**config.mk**
```make
export PLATFORM = sky130hd
export DESIGN_NAME = crp16_writeback_unit_flat
export DESIGN_NICKNAME = d
export VERILOG_FILES = /design/src/rtl/crp16_writeback_unit_if.sv /design/src/rtl/crp16_writeback_unit.sv /design/src/flat_wrapper.sv
export SDC_FILE = /design/constraint.sdc
export NUM_CORES = 1
export LEC_CHECK = 0
export ABC_AREA = 1
export BUFFER_PORTS_ARGS = -buffer_cell sky130_fd_sc_hd__buf_4
export CAP_MARGIN = 0
export CELL_PAD_IN_SITES_DETAIL_PLACEMENT = 1
export CELL_PAD_IN_SITES_GLOBAL_PLACEMENT = 1
export CORE_MARGIN = 10
export CORE_UTILIZATION = 37
export CTS_CLUSTER_SIZE = 40
export DETAILED_ROUTE_END_ITERATION = 12
export HOLD_SLACK_MARGIN = 0.03
export PLACE_DENSITY = 0.8
export SLEW_MARGIN = 20
export SYNTH_ARGS = -nofsm -noshare
export SYNTH_HDL_FRONTEND = slang
export SYNTH_SLANG_ARGS = --single-unit
```
**constraint.sdc**
```tcl
create_clock -name clock -period 2.7 [get_ports clock]
set_input_delay 0.54 -clock clock [delete_from_list [all_inputs] [get_ports clock]]
set_output_delay 0.54 -clock clock [all_outputs]
set_load 0.02 [all_outputs]
```
**src/rtl/crp16_writeback_unit_if.sv**
```systemverilog
// Producer handshakes, register-file write port and decode-side lookups of the
// CRP16 write-back unit, bundled so the decode/execute side connects in one place.
interface crp16_writeback_unit_if #(
  parameter int DEPTH = 4
);
  logic                     alu_valid;
  logic                     alu_ready;
  logic [2:0]               alu_sel;
  logic [15:0]              alu_val;
  logic                     mem_valid;
  logic                     mem_ready;
  logic [2:0]               mem_sel;
  logic [15:0]              mem_val;
  logic                     wb_stall;
  logic                     write;
  logic [2:0]               write_sel;
  logic [15:0]              write_val;
  logic [7:0]               pending;
  logic [2:0]               fwd_sel;
  logic                     fwd_hit;
  logic [15:0]              fwd_val;
  logic [$clog2(DEPTH):0]   count;

  modport master (
    output alu_valid, alu_sel, alu_val, mem_valid, mem_sel, mem_val, wb_stall, fwd_sel,
    input  alu_ready, mem_ready, write, write_sel, write_val, pending, fwd_hit, fwd_val, count
  );

  modport slave (
    input  alu_valid, alu_sel, alu_val, mem_valid, mem_sel, mem_val, wb_stall, fwd_sel,
    output alu_ready, mem_ready, write, write_sel, write_val, pending, fwd_hit, fwd_val, count
  );
endinterface

```
**src/rtl/crp16_writeback_unit.sv**
```systemverilog
// CRP16 write-back front end: round-robin arbitration of ALU/load results into an
// in-order FIFO that retires one entry per cycle to the register file write port.
module crp16_writeback_unit #(
  parameter int DEPTH = 4
) (
  input logic                   clock,
  input logic                   reset,
  crp16_writeback_unit_if.slave wb
);
  localparam int PW = $clog2(DEPTH);
  localparam int CW = PW + 1;

  logic [2:0]    sel_q [DEPTH];
  logic [2:0]    sel_d [DEPTH];
  logic [15:0]   val_q [DEPTH];
  logic [15:0]   val_d [DEPTH];
  logic [PW-1:0] rd_ptr_q, rd_ptr_d;
  logic [PW-1:0] wr_ptr_q, wr_ptr_d;
  logic [CW-1:0] count_q, count_d;
  logic          last_grant_q, last_grant_d;

  logic          full;
  logic          not_empty;
  logic          alu_acc;
  logic          mem_acc;
  logic          enq;
  logic          deq;
  logic [2:0]    in_sel;
  logic [15:0]   in_val;
  logic [7:0]    pend;
  logic          hit;
  logic [15:0]   hit_val;
  logic [PW-1:0] idx;

  // Readies look only at registered occupancy, so a retire never frees a slot in the same cycle.
  assign full         = (count_q == CW'(DEPTH));
  assign not_empty    = (count_q != '0);
  assign wb.alu_ready = !full && (!wb.mem_valid || last_grant_q);
  assign wb.mem_ready = !full && (!wb.alu_valid || !last_grant_q);
  assign alu_acc      = wb.alu_valid && wb.alu_ready;
  assign mem_acc      = wb.mem_valid && wb.mem_ready;
  assign enq          = alu_acc || mem_acc;
  assign in_sel       = mem_acc ? wb.mem_sel : wb.alu_sel;
  assign in_val       = mem_acc ? wb.mem_val : wb.alu_val;
  assign deq          = not_empty && !wb.wb_stall;

  assign wb.write     = deq;
  assign wb.write_sel = not_empty ? sel_q[rd_ptr_q] : 3'd0;
  assign wb.write_val = not_empty ? val_q[rd_ptr_q] : 16'd0;
  assign wb.count     = count_q;
  assign wb.pending   = pend;
  assign wb.fwd_hit   = hit;
  assign wb.fwd_val   = hit_val;

  always_comb begin
    sel_d        = sel_q;
    val_d        = val_q;
    rd_ptr_d     = rd_ptr_q;
    wr_ptr_d     = wr_ptr_q;
    count_d      = count_q;
    last_grant_d = last_grant_q;
    if (enq) begin
      sel_d[wr_ptr_q] = in_sel;
      val_d[wr_ptr_q] = in_val;
      wr_ptr_d        = wr_ptr_q + PW'(1);
      last_grant_d    = mem_acc;
    end
    if (deq) begin
      rd_ptr_d = rd_ptr_q + PW'(1);
    end
    case ({enq, deq})
      2'b10:   count_d = count_q + CW'(1);
      2'b01:   count_d = count_q - CW'(1);
      default: count_d = count_q;
    endcase
  end

  // Walk oldest to youngest so the youngest matching entry is the one left in hit_val.
  always_comb begin
    pend    = '0;
    hit     = 1'b0;
    hit_val = '0;
    idx     = '0;
    for (int i = 0; i < DEPTH; i++) begin
      idx = rd_ptr_q + PW'(i);
      if (CW'(i) < count_q) begin
        pend[sel_q[idx]] = 1'b1;
        if (sel_q[idx] == wb.fwd_sel) begin
          hit     = 1'b1;
          hit_val = val_q[idx];
        end
      end
    end
  end

  always_ff @(posedge clock or posedge reset) begin
    if (reset) begin
      for (int i = 0; i < DEPTH; i++) begin
        sel_q[i] <= '0;
        val_q[i] <= '0;
      end
      rd_ptr_q     <= '0;
      wr_ptr_q     <= '0;
      count_q      <= '0;
      last_grant_q <= 1'b0;
    end else begin
      sel_q        <= sel_d;
      val_q        <= val_d;
      rd_ptr_q     <= rd_ptr_d;
      wr_ptr_q     <= wr_ptr_d;
      count_q      <= count_d;
      last_grant_q <= last_grant_d;
    end
  end
endmodule

```
**src/flat_wrapper.sv**
```systemverilog
// flat-port wrapper written by rule: the top's interface ports become plain ports
module crp16_writeback_unit_flat 
#(
  parameter int DEPTH = 4
)
  (clock, reset, wb_alu_valid, wb_alu_sel, wb_alu_val, wb_mem_valid, wb_mem_sel, wb_mem_val, wb_wb_stall, wb_fwd_sel, wb_alu_ready, wb_mem_ready, wb_write, wb_write_sel, wb_write_val, wb_pending, wb_fwd_hit, wb_fwd_val, wb_count);
  crp16_writeback_unit_if #(.DEPTH(DEPTH)) wb_i ();
  input logic clock;
  input logic reset;
  input wire logic [$bits(wb_i.alu_valid)-1:0] wb_alu_valid;
  input wire logic [$bits(wb_i.alu_sel)-1:0] wb_alu_sel;
  input wire logic [$bits(wb_i.alu_val)-1:0] wb_alu_val;
  input wire logic [$bits(wb_i.mem_valid)-1:0] wb_mem_valid;
  input wire logic [$bits(wb_i.mem_sel)-1:0] wb_mem_sel;
  input wire logic [$bits(wb_i.mem_val)-1:0] wb_mem_val;
  input wire logic [$bits(wb_i.wb_stall)-1:0] wb_wb_stall;
  input wire logic [$bits(wb_i.fwd_sel)-1:0] wb_fwd_sel;
  output wire logic [$bits(wb_i.alu_ready)-1:0] wb_alu_ready;
  output wire logic [$bits(wb_i.mem_ready)-1:0] wb_mem_ready;
  output wire logic [$bits(wb_i.write)-1:0] wb_write;
  output wire logic [$bits(wb_i.write_sel)-1:0] wb_write_sel;
  output wire logic [$bits(wb_i.write_val)-1:0] wb_write_val;
  output wire logic [$bits(wb_i.pending)-1:0] wb_pending;
  output wire logic [$bits(wb_i.fwd_hit)-1:0] wb_fwd_hit;
  output wire logic [$bits(wb_i.fwd_val)-1:0] wb_fwd_val;
  output wire logic [$bits(wb_i.count)-1:0] wb_count;
  assign wb_i.alu_valid = wb_alu_valid;
  assign wb_i.alu_sel = wb_alu_sel;
  assign wb_i.alu_val = wb_alu_val;
  assign wb_i.mem_valid = wb_mem_valid;
  assign wb_i.mem_sel = wb_mem_sel;
  assign wb_i.mem_val = wb_mem_val;
  assign wb_i.wb_stall = wb_wb_stall;
  assign wb_i.fwd_sel = wb_fwd_sel;
  assign wb_alu_ready = wb_i.alu_ready;
  assign wb_mem_ready = wb_i.mem_ready;
  assign wb_write = wb_i.write;
  assign wb_write_sel = wb_i.write_sel;
  assign wb_write_val = wb_i.write_val;
  assign wb_pending = wb_i.pending;
  assign wb_fwd_hit = wb_i.fwd_hit;
  assign wb_fwd_val = wb_i.fwd_val;
  assign wb_count = wb_i.count;
  crp16_writeback_unit #(.DEPTH(DEPTH)) u_core (.clock(clock), .reset(reset), .wb(wb_i));
endmodule
```
==> flow_summary.json, run 1 <==
{
  "outcome": "finished, violations left",
  "violations": "negative setup slack",
  "coreArea_mm2": 0.0186,
  "regArea_mm2": 0.00211,
  "ioPinCount": 96,
  "holdWs_ns": 0.290,
  "syn_area_mm2": 0.00699,
  "dieHeight_um": 157,
  "timing.fmax_ghz": 0.325,
  "yosysWarnings": 0,
  "clk_pin_slew_worst_paths_ns": 0.07,
  "grt_start_max_net_pins": 90,
  "period_share_pct": 114,
  "vias": 8011,
  "portBuffers": 95,
  "cts_buffer_depth": 2,
  "wl_per_cell_um": 20.3,
  "synth-edff-count": 0,
  "syn_nets": 1166,
  "ant_nets": 0,
  "worstPathArrival_ns": 2.53,
  "root_buffer": "clkbuf_16",
  "synth_fa_ha_area_share_pct": 1.61,
  "grt_overflow": 0,
  "htreeDepth": 3,
  "dpl_cell_area_mm2": 0.00800,
  "hold_violations": 0,
  "fin_ws_ns": -0.374,
  "synth.area.mux_share_pct": 3.22,
  "hp-class": "input port to async pin",
  "dpl.hpwl_mm": 18.0,
  "yosysMostFrequentCell": "nand2_1",
  "gp_congestion": 0.863,
  "grt_pass1_wl_mm": 40.2,
  "seq_area_frac_synth_pct": 30.1,
  "min_period_ns": 3.07,
  "multiInputGateArea_mm2": 0.00458,
  "rsz0062_at_grt": "true",
  "finalWirelength_mm": 29.8,
  "tritoncts": "built",
  "clock_skew_ns": 0.00655,
  "synth_xor_xnor_area_share_pct": 0.752,
  "yosysUniqueCellTypes": 37,
  "cts_buffers": 9,
  "max_slew_margin_pct": 59.6,
  "cts_sinks": 84,
  "start_util_pct": 37.5,
  "grt_pass1_vias": 7495,
  "drcViolationCount": 0,
  "critPathLaunchType": "flop",
  "dieArea_mm2": 0.0248,
  "row_count": 50,
  "viasPerCell": 5.46,
  "layout-drive-gt1-share_pct": 31.0,
  "syn_inst": 1111,
  "syn_area_per_cell_um2": 6.29,
  "maxCapViolCount": 0,
  "synth_compound_area_share_pct": 16.1,
  "path_max_fanout": 8,
  "worst_pin_slew_ns": 0.599,
  "design_area_mm2": 0.00947,
  "dr.pass1.iters": 5,
  "slew_violations": 0,
  "die_w_um": 157,
  "endpoint_kind": "output pin",
  "ys_top_cells_by_count": "434 x nand2_1, 173 x o21ai_0, 137 x inv_1",
  "synthFlopType": "dfrtp_1",
  "ys_ff_latch": 84,
  "synth_top_area_share_pct": 30.1,
  "area_delta_synth_final_pct": 35.6,
  "postCtsHoldBufs": 0,
  "place_worst_setup_slack_ns": 0.0226,
  "fill_cells": 2403,
  "worstSkewPairLatency_ns": 0.35,
  "setup_viol": 27,
  "synthArstFlopShare_pct": 100,
  "drtIter0Drc": 567,
  "synthTopCellsByArea": "dfrtp_1 30%, nand2_1 23%, o21ai_0 12%",
  "yosysTopAreaCell": "dfrtp_1",
  "worstSetupPathType": "flop to output pin",
  "n_antenna_cell": 0,
  "antenna_found_initial": 0,
  "grtUsageTotal_pct": 20.2,
  "synth_simple_gate_area_share_pct": 35.2,
  "final_nets": 1284,
  "required_ns": 2.16,
  "synth_top_family_by_area": "simple AND/OR/NAND/NOR gates"
}
[sequential cells by signal, indices dropped and copies added, names as in the netlist]
signal and cells:
u_core.last_grant_q 1, u_core.wb.count 3, u_core.val_q 64, u_core.wr_ptr_q 2, u_core.sel_q 12, u_core.rd_ptr_q 2
[critical path, cell delays in order, from the launching register on]
cell and delay (ns):
dfrtp_4 0.55, buf_12 0.18, nand2_2 0.12, nand3_4 0.09, nand2_2 0.09, nand2_1 0.10, nand2_1 0.12, nand3_2 0.09
nor2_4 0.11, buf_6 0.15, buf_12 0.14, nand2_1 0.06, nand2_1 0.08, inv_1 0.05, nand2_1 0.06, nand2_1 0.06
buf_6 0.13
[kinds of logic (layout without fill, tap and decap cells)]
kind of cell / Yosys count / count (layout)
adders and majority gates: 9 / 9
xor gates and xnor gates: 6 / 6
DFF: 84 / 84
AOI/OAI and AO/OA: 218 / 218
buffers and inverters: 203 / 324
muxes: 20 / 20
and+or+nand+nor: 571 / 573
[path summary, 6_finish.rpt]
kind	from	to	slack, ns	cells after the start
max reg2reg	u_core.wb.count[0]	u_core.val_q[13]	0.18	11
max	u_core.rd_ptr_q[0]	wb_fwd_val[3]	-0.37	16
max in group asynchronous	reset	u_core.rd_ptr_q[0]	2.01	3
min reg2reg	u_core.val_q[17]	u_core.val_q[17]	0.53	1
min in group clock	u_core.val_q[17]	u_core.val_q[17]	0.53	1
min	reset	u_core.wr_ptr_q[0]	0.29	3
[per-stage QoR]
stage,std cells,util [%],TNS [ns]
floorplan,1111,-,0
global placement,1421,42.9,0
detailed placement,1421,42.9,0
CTS,1458,47.7,-3.59
global route,1468,50.8,-8.52
finish,1468,50.8,-6.35
[timing repair]
item	CTS	global route
setup buffers	17	7
cloned	5	4
endpoints found under the hold margin	0	0
resized for setup	91	155
pin swaps	9	46
setup endpoints to repair	24	41
[placed cells by master (no fill, tap or decap), types with 5 or more instances in the layout]
master,synthesis,routed
nand2_1,434,374
o21ai_0,173,133
inv_1,137,129
buf_4,4,116
dfrtp_1,84,82
nand2_2,19,61
o21ai_1,16,43
nor2_1,46,37
buf_6,11,32
nand3_2,18,26
nand3_1,36,24
nand2_4,5,22
mux2_2,20,20
o21ai_2,2,11
a21oi_2,0,11
clkbuf_16,0,11
inv_2,5,9
buf_12,1,9
ha_1,9,8
nor2_2,3,7
a21oi_1,18,7
nor2_4,1,6
nand3_4,1,5
nand4_1,5,5
[layout make-up]
| class | count | share of cell area, % |
|---|---|---|
| sequential | 84 | 22.2 |
| timing repair buffer | 164 | 16.8 |
| multi-input combinational | 826 | 48.4 |
| tap | 234 | 3.09 |
| clock inverter | 6 | 1.00 |
| clock buffer | 10 | 2.52 |
| inverter | 144 | 6.01 |
[per-layer routing]
metal  wire length (um)  share of wire [%]  up-vias  GRT usage [%]
li1                   -                  -     3713              -
met1              13200                 44     3822           29.0
met2              13500                 45      399           30.8
met3               2170                7.3       77           3.38
met4                939                3.1        0           4.59
met5                  0                  0        -              0
Power of run 1 is not shown: default switching activity piles up to over one toggle a cycle in this logic, so the estimate is an artifact.
==> run 2, diff against run 1 <==
--- a/config.mk
+++ b/config.mk
@@ -16,5 +16,5 @@
 export DETAILED_ROUTE_END_ITERATION = 12
 export HOLD_SLACK_MARGIN = 0.03
-export PLACE_DENSITY = 0.8
+export PLACE_DENSITY = 0.85
 export SLEW_MARGIN = 20
 export SYNTH_ARGS = -nofsm -noshare
==> constraint.sdc (replaced) <==
create_clock -name clock -period 2.7 [get_ports clock]
set_input_delay 0.405 -clock clock [delete_from_list [all_inputs] [get_ports clock]]
set_output_delay 0.405 -clock clock [all_outputs]
set_load 0.02 [all_outputs]
==> run 2 against run 1 <==
Net effect:
- the run still ends with negative setup slack left
- clock skew rose by 0.0032 ns
- setup slack improved by 0.068 ns
- register-to-register slack improved by 0.02 ns
- clock-buffer cell count fell by 1
- maximum frequency rose by 2.3%
- non-clock buffer count fell by 10
- via count rose by 1.7%
- global-route usage rose by 2.3 points
- final cell count fell by 0.48%
- routed wire length rose by 3.2%
- flip-flop and latch count did not move
- critical path depth fell by 1
- highest routed layer unchanged
==> flow_summary.json, run 2 (same netlist as run 1, synthesis figures left out) <==
{
  "outcome": "finished, violations left",
  "violations": "negative setup slack",
  "grt_overflow": 0,
  "dieHeight_um": 157,
  "layout-drive-gt1-share_pct": 29.9,
  "tns_ns": -4.86,
  "slew_violations": 0,
  "regArea_mm2": 0.00211,
  "root_buffer": "clkbuf_16",
  "slowest_stage": "dfrtp_4",
  "row_count": 50,
  "period_share_pct": 111,
  "instances_no_fill": 1461,
  "required_ns": 2.30,
  "htreeDepth": 3,
  "fin_ws_ns": -0.306,
  "cp-startpoint": "u_core.rd_ptr_q[0]",
  "mostFrequentLayoutCell": "nand2_1",
  "regMostFlops": "u_core.val_q",
  "crit_top_cell": "nand2_1",
  "multiInputGateArea_mm2": 0.00459,
  "area_delta_synth_final_pct": 33.4,
  "critPathLaunchType": "flop",
  "clk_pin_slew_worst_paths_ns": 0.07,
  "antenna_found_initial": 0,
  "finalWirelength_mm": 30.8,
  "drtIter0Drc": 629,
  "viasPerCell": 5.57,
  "mostFrequentLayoutCells": "370 x nand2_1, 143 x o21ai_0, 134 x inv_1",
  "ioPinCount": 96,
  "max_slew_margin_pct": 62.4,
  "drcViolationCount": 0,
  "grt_pass1_wl_mm": 44.6,
  "rrSetupSlack_ns": 0.20,
  "wl_per_cell_um": 21.1,
  "grt_start_max_net_pins": 129,
  "min_period_ns": 3.01,
  "cts_buffer_depth": 2,
  "die_w_um": 157,
  "clock_skew_ns": 0.00974,
  "dp_cells": 1408,
  "cts_buffers": 9,
  "worstSkewPairLatency_ns": 0.35,
  "dpl.hpwl_mm": 18.1,
  "vias": 8144,
  "fill_cells": 2375,
  "dr.pass1.iters": 5,
  "r2r-start": "u_core.wb.count[0]",
  "worstSetupPathType": "flop to output pin",
  "grtUsageTotal_pct": 22.5,
  "ant_nets": 0,
  "coreArea_mm2": 0.0186,
  "cts_sinks": 84,
  "final_nets": 1277,
  "dieArea_mm2": 0.0248,
  "setup_viol": 23,
  "start_util_pct": 37.5,
  "hold_violations": 0,
  "final_util_pct": 50.0,
  "n_antenna_cell": 0,
  "slowest_delay_ns": 0.59,
  "hp-class": "input port to async pin",
  "gp_congestion": 0.901,
  "grt_pass1_vias": 8106,
  "tritoncts": "built",
  "worstPathArrival_ns": 2.60,
  "endpoint_kind": "output pin",
  "portBuffers": 95,
  "timing.fmax_ghz": 0.333,
  "crit_chain": "inv_8 > nand2_1 > nand3_4 > nand2_2 > nand2_1 > nand2_1 > nand3_2 > nor2_4 > buf_6 > nand2_1 > nand2_1 > inv_1 > nand2_1 > nand2_1 > buf_6",
  "worst_pin_slew_ns": 0.563,
  "reg2reg_depth": 11,
  "maxCapViolCount": 0,
  "largest_register_ffs": 64,
  "path_max_fanout": 8,
  "rsz0062_at_grt": "true",
  "timing.rr.end": "u_core.wb.count[2]"
}
-- run 2: worst max path at each step --
stage | endpoint | slack (ns) | cells past startpoint
finish | wb_fwd_val[1] | -0.31 | 15
CTS | wb_fwd_val[3] | -0.14 | 14
detailed placement | wb_fwd_val[10] | 0.06 | 14
global placement | wb_fwd_val[0] | 0.13 | 14
floorplan | u_core.last_grant_q | 0.13 | 1
global route | wb_fwd_val[2] | -0.41 | 15
-- run 2: what timing repair did --
action                                  in CTS  in global routing
endpoints found under the setup margin      19                 42
hold buffers                                 0                  0
pin swaps                                   37                 41
endpoints found under the hold margin        0                  0
gates resized for setup                     99                140
setup buffers                               27                  7
gates cloned                                 9                  1
-- run 2: area by class of cell --
type	instances	area share [%]
Tap cell	234	3.14
Timing Repair Buffer	154	15.2
Sequential cell	84	22.6
Inverter	144	6.21
Clock buffer	9	2.42
Clock inverter	7	0.872
Timing Repair inverter	2	0.268
Multi-Input combinational cell	827	49.2
-- run 2: through the flow --
step | hold slack (ns) | setup slack, ns | cell area (um^2)
floorplan | 0.472 | 0.130 | 6990
global placement | 0.466 | 0.134 | 7900
detailed placement | 0.475 | 0.0629 | 7900
CTS | 0.102 | -0.135 | 8940
global route | 0.130 | -0.415 | 9320
finish | 0.0883 | -0.306 | 9320
-- run 2: critical path: cells and delay by family, from the launching register on --
| family | cells | cell delay, ns |
|---|---|---|
| and+or+nand+nor | 11 | 1.21 |
| DFF | 1 | 0.59 |
| buffers and inverters | 4 | 0.43 |
-- run 2: layer usage --
| metal | track usage [%] | share of wire, % |
|---|---|---|
| met1 | 30.4 | 43 |
| met4 | 8.68 | 4.0 |
| met5 | 0 | 0 |
| met3 | 3.28 | 7.4 |
| met2 | 35.6 | 46 |
Power of run 2 is left out for the same reason.
